[config.mk]
export PLATFORM = sky130hd
export DESIGN_NAME = morse_rx_decoder
export DESIGN_NICKNAME = d
export VERILOG_FILES = /design/src/rtl/morse_rx_decoder.sv
export SDC_FILE = /design/constraint.sdc
export NUM_CORES = 1
export LEC_CHECK = 0
export ABC_AREA = 1
export CAP_MARGIN = 15
export CORE_AREA = 2 2 92 94
export DETAILED_ROUTE_END_ITERATION = 7
export DIE_AREA = 0 0 94 96
export PLACE_DENSITY = 0.58
export SLEW_MARGIN = 20
export SYNTH_ARGS = -nofsm -noshare
export SYNTH_HDL_FRONTEND = slang
export SYNTH_SLANG_ARGS = --single-unit
[constraint.sdc]
create_clock -name clk -period 2.32 [get_ports clk]
set_input_delay 0.464 -clock clk [delete_from_list [all_inputs] [get_ports clk]]
set_output_delay 0.464 -clock clk [all_outputs]
set_load 0.01 [all_outputs]
[src/rtl/morse_rx_decoder.sv]
// Morse receiver: times marks/gaps on a keyed line in Morse units and emits ASCII characters.
// Optional MORSE_RX_UNKNOWN_EN: unknown or overflowed characters emit '?' instead of being dropped.
module morse_rx_decoder #(
  parameter int unsigned CLKS_PER_UNIT = 5000000,
  parameter int unsigned DASH_MIN      = 2,
  parameter int unsigned CHAR_GAP      = 3,
  parameter int unsigned WORD_GAP      = 7
) (
  input  logic       clk,
  input  logic       rst_n,
  input  logic       key_in,
  output logic [6:0] char_out,
  output logic       char_valid,
  output logic       busy
);

  localparam int unsigned PW = (CLKS_PER_UNIT > 1) ? $clog2(CLKS_PER_UNIT) : 1;
  localparam logic [PW-1:0] P_LAST   = PW'(CLKS_PER_UNIT - 1);
  // The edge cycle itself is the first prescaler tick, so N units of level give unit_cnt=N at the next edge.
  localparam logic [PW-1:0] P_RELOAD = (CLKS_PER_UNIT > 1) ? PW'(1) : '0;
  localparam logic [2:0]    U_RELOAD = (CLKS_PER_UNIT > 1) ? 3'd0 : 3'd1;

  typedef enum logic [1:0] {IDLE, MARK, GAP, WORD_WAIT} state_t;

  state_t        state, state_nx;
  logic          key_m, key_s, key_d;
  logic          rise, fall, key_edge;
  logic [PW-1:0] pcnt;
  logic [2:0]    unit_cnt;
  logic [2:0]    sym_len;
  logic [4:0]    sym_bits;
  logic          ovf;
  logic          is_dash, char_hit, word_hit;
  logic          do_append, do_emit, clr_sym;
  logic [6:0]    emit_code;
  logic          lut_ok;
  logic [6:0]    lut_code;

  assign rise     = key_s & ~key_d;
  assign fall     = ~key_s & key_d;
  assign key_edge = rise | fall;
  assign is_dash  = 32'(unit_cnt) >= DASH_MIN;
  assign char_hit = 32'(unit_cnt) >= CHAR_GAP;
  assign word_hit = 32'(unit_cnt) >= WORD_GAP;
  assign busy     = (state != IDLE);

  always_ff @(posedge clk or negedge rst_n) begin
    if (!rst_n) begin
      key_m    <= 1'b0;
      key_s    <= 1'b0;
      key_d    <= 1'b0;
      pcnt     <= '0;
      unit_cnt <= '0;
    end else begin
      key_m <= key_in;
      key_s <= key_m;
      key_d <= key_s;
      if (key_edge) begin
        pcnt     <= P_RELOAD;
        unit_cnt <= U_RELOAD;
      end else if (pcnt == P_LAST) begin
        pcnt <= '0;
        if (unit_cnt != 3'd7) unit_cnt <= unit_cnt + 3'd1;
      end else begin
        pcnt <= pcnt + PW'(1);
      end
    end
  end

  always_comb begin
    lut_ok   = 1'b1;
    lut_code = '0;
    unique case ({sym_len, sym_bits})
      {3'd1, 5'b00000}: lut_code = 7'h45; // E
      {3'd1, 5'b00001}: lut_code = 7'h54; // T
      {3'd2, 5'b00000}: lut_code = 7'h49; // I
      {3'd2, 5'b00001}: lut_code = 7'h41; // A
      {3'd2, 5'b00010}: lut_code = 7'h4E; // N
      {3'd2, 5'b00011}: lut_code = 7'h4D; // M
      {3'd3, 5'b00000}: lut_code = 7'h53; // S
      {3'd3, 5'b00001}: lut_code = 7'h55; // U
      {3'd3, 5'b00010}: lut_code = 7'h52; // R
      {3'd3, 5'b00011}: lut_code = 7'h57; // W
      {3'd3, 5'b00100}: lut_code = 7'h44; // D
      {3'd3, 5'b00101}: lut_code = 7'h4B; // K
      {3'd3, 5'b00110}: lut_code = 7'h47; // G
      {3'd3, 5'b00111}: lut_code = 7'h4F; // O
      {3'd4, 5'b00000}: lut_code = 7'h48; // H
      {3'd4, 5'b00001}: lut_code = 7'h56; // V
      {3'd4, 5'b00010}: lut_code = 7'h46; // F
      {3'd4, 5'b00100}: lut_code = 7'h4C; // L
      {3'd4, 5'b00110}: lut_code = 7'h50; // P
      {3'd4, 5'b00111}: lut_code = 7'h4A; // J
      {3'd4, 5'b01000}: lut_code = 7'h42; // B
      {3'd4, 5'b01001}: lut_code = 7'h58; // X
      {3'd4, 5'b01010}: lut_code = 7'h43; // C
      {3'd4, 5'b01011}: lut_code = 7'h59; // Y
      {3'd4, 5'b01100}: lut_code = 7'h5A; // Z
      {3'd4, 5'b01101}: lut_code = 7'h51; // Q
      {3'd5, 5'b11111}: lut_code = 7'h30;
      {3'd5, 5'b01111}: lut_code = 7'h31;
      {3'd5, 5'b00111}: lut_code = 7'h32;
      {3'd5, 5'b00011}: lut_code = 7'h33;
      {3'd5, 5'b00001}: lut_code = 7'h34;
      {3'd5, 5'b00000}: lut_code = 7'h35;
      {3'd5, 5'b10000}: lut_code = 7'h36;
      {3'd5, 5'b11000}: lut_code = 7'h37;
      {3'd5, 5'b11100}: lut_code = 7'h38;
      {3'd5, 5'b11110}: lut_code = 7'h39;
      default:          lut_ok   = 1'b0;
    endcase
  end

  always_ff @(posedge clk or negedge rst_n) begin
    if (!rst_n) state <= IDLE;
    else        state <= state_nx;
  end

  always_comb begin
    state_nx  = state;
    do_append = 1'b0;
    do_emit   = 1'b0;
    clr_sym   = 1'b0;
    emit_code = 7'h20;
    unique case (state)
      IDLE: if (rise) state_nx = MARK;
      MARK: if (fall) begin
        do_append = 1'b1;
        state_nx  = GAP;
      end
      GAP: begin
        if (rise) begin
          state_nx = MARK;
        end else if (char_hit) begin
          clr_sym  = 1'b1;
          state_nx = WORD_WAIT;
`ifdef MORSE_RX_UNKNOWN_EN
          do_emit   = 1'b1;
          emit_code = (lut_ok && !ovf) ? lut_code : 7'h3F;
`else
          do_emit   = lut_ok && !ovf;
          emit_code = lut_code;
`endif
        end
      end
      WORD_WAIT: begin
        if (rise) begin
          state_nx = MARK;
        end else if (word_hit) begin
          do_emit  = 1'b1;
          state_nx = IDLE;
        end
      end
      default: state_nx = IDLE;
    endcase
  end

  always_ff @(posedge clk or negedge rst_n) begin
    if (!rst_n) begin
      char_out   <= '0;
      char_valid <= 1'b0;
      sym_len    <= '0;
      sym_bits   <= '0;
      ovf        <= 1'b0;
    end else begin
      char_valid <= do_emit;
      if (do_emit) char_out <= emit_code;
      if (clr_sym) begin
        sym_len  <= '0;
        sym_bits <= '0;
        ovf      <= 1'b0;
      end else if (do_append) begin
        if (sym_len < 3'd5) begin
          sym_bits <= {sym_bits[3:0], is_dash};
          sym_len  <= sym_len + 3'd1;
        end else begin
          ovf <= 1'b1;
        end
      end
    end
  end

endmodule

* After elaboration in Yosys (flattened, before gate mapping)
Cells that the tools add are included.
** Operators by class
- Bitwise operators :: 5
- Order comparisons :: 4
- Add/subtract/negate cells :: 3
- Muxes and demuxes :: 36
- Reduce and logical (&&, ||, !) cells :: 13
- Eq/ne operators :: 46
** Operators with widths (count)
- $pmux W7 S36 :: 1
- $eq A8 B8 Y1 const B :: 22
- $eq A8 B7 Y1 const B :: 12
- $mux W23 :: 2
- $reduce_or A36 Y1 :: 1
- $add A23 B1 Y23 const B :: 1
- $eq A23 B23 Y1 const B :: 1
- $mux W7 :: 3
- $mux W3 :: 6
- $eq A8 B6 Y1 const B :: 2
- $mux W5 :: 3
- $mux W1 :: 13
- $mux W2 :: 6
- $reduce_bool A2 Y1 :: 5
- $ne A3 B3 Y1 const B :: 3
- $pmux W2 S4 :: 1
- $add A3 B1 Y3 const B :: 2
- $ge A3 B2 Y1 const B :: 2
- $ne A2 B2 Y1 const B :: 3
- $reduce_and A2 Y1 :: 3
- $eq A2 B2 Y1 const B :: 2
- $reduce_and A4 Y1 :: 1
- $ge A3 B3 Y1 const B :: 1
- $lt A3 B3 Y1 const B :: 1
- 8 further kinds :: 10
** Word-level totals
- Bits of input ports :: 3
- Output and inout port bits :: 9
- Bits in registers :: 48
- Logic and storage cells :: 118

* Longest topological paths before layout
- Word-level depth :: 7
- Depth in mapped cells :: 14
- Depth with buffers taken out :: 13

* Worst setup path before layout
Ideal clock, no wire load.
- Kind :: register to register
- Start point :: register pcnt[0]
- End point :: register pcnt[18]
- Cell stages (with the launch flop) :: 11
- Required time :: 2200 ps
- Buffers on the path :: 0
- Library setup time :: 120 ps
- Arrival time :: 1580 ps
- Setup slack :: 620 ps
- Clock period less this slack :: 1700 ps
- Cells stage by stage :: dfrtp_1 -> ha_1 -> nand2_1 -> nor2_1 -> nand4_1 -> nor3_1 -> nand2_1 -> nor2_4 -> nand2_1 -> o21ai_0 -> nor2_1
** Between the ends
- Word-level cells in the longest chain between the ends :: 3
- Elaborated cells on any way between the ends :: 4
- Those cells by class :: 1 x add/sub; 1 x eq/ne; 2 x mux
** RTL lines
- start, declared :: line 28 : logic [PW-1:0] pcnt;
- start signal, assigned :: line 65 : pcnt <= pcnt + PW'(1);
- $add A23 B1 Y23 / $eq A23 B23 Y1 (equally long branches) :: line 65, 61
- $mux W23 (*) :: line 61 : end else if (pcnt == P_LAST) begin
- $mux W23 (*) :: line 58 : if (key_edge) begin
Every way passes the cells marked *; elsewhere a longest branch is shown, timed or not.
A chain may end at the register's enable or synchronous reset.

* Worst setup path after layout
- Start point :: register pcnt[0]
- End point :: register pcnt[11]
The elaborated chain is that of the path after synthesis.

==> results.toml <==
[sta]
rsz0062_at_grt = "no"
worst_slack_ps = 331
final.setup.tns_ps = 0
setup_viol = 0
whs_ps = 268
finalCritPeriodShare_pct = 85.7
max_freq_mhz = 503
fin_worst_skew_ps = 9.82
period_needed_ps = 1990
hold_viol = 0
worst_slew_pin_slew_ps = 635
drv_slew = 0
slew_headroom_pct = 57.7

[final_layout]
syn2layout_area_growth_pct = 11.5
utilization_pct = 41.9
antenna_cells = 0
multi_input_area_um2 = 1600
regArea_um2 = 1200
final_layout_size_suffix_gt1_share_pct = 6.75
fin_nets = 469
fill_cells = 816

[grt]
use_met3_pct = 2.51
grt_antenna_before_repair = 0
grt_max_degree = 49
met1_usage_pct = 20.9
grt_pass1_vias = 2541
grt_overflow = 0
gr-max-usage-layer = "met2"
grt_use_met2_pct = 26.5
grt_use_total_pct = 15.8
grt_pass1_wl_mm = 11.5

[floorplan]
num_rows = 33
fp.dieArea_um2 = 9020
die_y_um = 96
initial_core_util_pct = 37.6
die_width_um = 94
coreArea_um2 = 8050
ioPinCount = 12

[yosys]
yosys.area.top_type = "dfrtp_1"
yosysTopAreaCellShare_pct = 39.7
synth-seq-cells = 48
synth_edf_count = 0
ys_types = 31
synth_area_um2 = 3030
yosys-top-cells-area = "dfrtp_1, nand2_1, nor2_1, inv_1, nand3_1"
synth_flop_cell = "dfrtp_1"
synth-warning-count = 0
synth.net_count = 453
avgSynthCellArea_um2 = 6.84
netlist_instances = 442
synth_async_sr_flop_share_pct = 100
ys_seq_area_share_pct = 39.7

[placed_design]
port_buffers = 11
detailedPlace.worstSlack_ps = 326
place_congestion = 0.917
hpwlAfterDp_mm = 5.12

[pwr]
p_leak_nw = 1.70
switching_share_pct = 41.3
ir_drop_uv = 321
clock_power_share_pct = 22.9
seq_power_share_pct = 37.9
p_int_mw = 1.67
p_per_area_nw_per_um2 = 843
comb_power_share_pct = 39.2
power.switching_mw = 1.17

[critical_path]
cp_slowest_cell = "dfrtp_1"
r2r_setup_slack_ps = 330
ff2ff_path_depth = 10
cp-start-kind = "flip-flop"
critPathBufInv = 2
critical_path_class = "reg -> reg"
path_delay_family = "buffers and inverters"
r2r-start = "pcnt[0]"
cpPeakStageDelay_ps = 420
end_kind = "flip-flop"
path_cells = "ha_1 > nand2_1 > nor2_1 > inv_1 > nor2_1 > nand4_1 > nand2_1 > inv_1 > o21ai_0 > a21oi_1"
r2r-end = "pcnt[11]"
crit_required_ps = 2550
worstPathMaxFanout = 16
cp_data_arrival_time_ps = 2210

[cts]
cts-root-buf = "clkbuf_8"
h-tree-depth = 2
clk_latency_ps = 300
clk_transition_reported_paths_ps = 100
clk_path_buf_depth = 2
clock_sinks = 48
post-cts-setup-buffers = 0
cts_buffers = 5
cts_tree = "built"

[drt]
drt_pass1_iterations = 5
vias = 2809
drc_errors = 0
finalWirelength_mm = 6.84
drtAntennaViolNets = 0
drtIter0Drc = 137
viasPerCell = 4.98
routedWlPerCell_um = 12.1

[worst_hold_path]
hold_class = "in -> async"

[outcome]
status = "complete, no violations"

[job]
max-cap-violations = 0
[cell usage in the layout, fill, tap and decap left out, types with 3 or more instances in the layout]
cell type        count
nand2_1            121
nor2_1              80
inv_1               50
dfrtp_1             48
nand3_1             32
a21oi_1             22
o21ai_0             20
nor3_1              11
clkdlybuf4s50_1     10
nand4_1              8
ha_1                 8
clkbuf_8             6
o22ai_1              5
nor4_1               5
inv_2                5
nand2_2              3
nor2_2               3
[state kept, by name (all words and copies together), names as in the netlist]
signal and cells:
pcnt 23, char_out 7, sym_bits 5, sym_len 3, unit_cnt 3, state 2
char_valid 1, key_d 1, key_m 1, key_s 1, ovf 1
[synthesized netlist by cell type, types with 3 or more instances]
library cell	number
nand2_2	3
nand2_1	121
nand3_1	32
nand4_1	8
nor3_1	12
inv_1	50
nor2_1	80
o22ai_1	5
nor4_1	5
ha_1	8
o21ai_0	20
a21oi_1	22
dfrtp_1	48
inv_2	5
nor2_2	3
[stage by stage]
stage,area (um^2),power [mW],std cells
floorplan,3030,1.93,442
global placement,3250,2.20,556
detailed placement,3250,2.21,556
CTS,3370,2.87,564
global route,3370,3.07,564
finish,3370,2.84,564
[layout make-up]
| type | instances | area share (%) |
|---|---|---|
| inverter | 55 | 6.12 |
| clock buffer | 6 | 2.45 |
| clock inverter | 2 | 1.15 |
| tap | 105 | 3.90 |
| sequential | 48 | 35.6 |
| multi-input combinational | 336 | 47.4 |
| timing repair buffer | 12 | 3.34 |
[kinds of logic after synthesis]
logic type	share of synthesized area (%)
flops	39.7
buf+inv	7.61
compound gates	8.93
simple gates	39.6
fa+ha+maj	3.31
xor+xnor	0.869
[worst reg2reg max path: cells and delay by family, from the launching register on]
kind,cells,cell delay (ps)
AOI/OAI and AO/OA,2,310
adders and majority gates,1,220
buffers and inverters,2,500
DFF,1,420
and+or+nand+nor,5,470
[routing by layer]
layer  vias up  wire length [um]
met1      1289              3240
li1       1451                 -
met4         0               135
met2        58              3230
met3        11               236
met5         -                 0
[power groups by stage]
stage                     Combinational, mW  Clock [mW]  Sequential, mW
final                                  1.11       0.650            1.08
after global routing                   1.27       0.706            1.09
after CTS                              1.12       0.670            1.07
after detailed placement               1.12           0            1.09
after global placement                 1.11           0            1.09
after floorplan                       0.870           0            1.06
[timing repair]
action	4_1_cts	5_1_grt
gates resized for setup	0	1
setup endpoints to repair	0	1
hold buffers	0	0
[how the worst max path moves through the flow]
stage / from / endpoint / slack (ps) / cells after the start
5_1_grt: pcnt[0] / pcnt[7] / 60 / 10
3_5_place_dp: pcnt[0] / pcnt[18] / 330 / 10
2_1_floorplan: pcnt[0] / pcnt[18] / 620 / 10
4_1_cts: pcnt[0] / pcnt[11] / 290 / 10
3_3_place_gp: pcnt[0] / pcnt[18] / 340 / 10
6_report: pcnt[0] / pcnt[11] / 330 / 10
No activity file was read; power rests on OpenSTA's default activity.
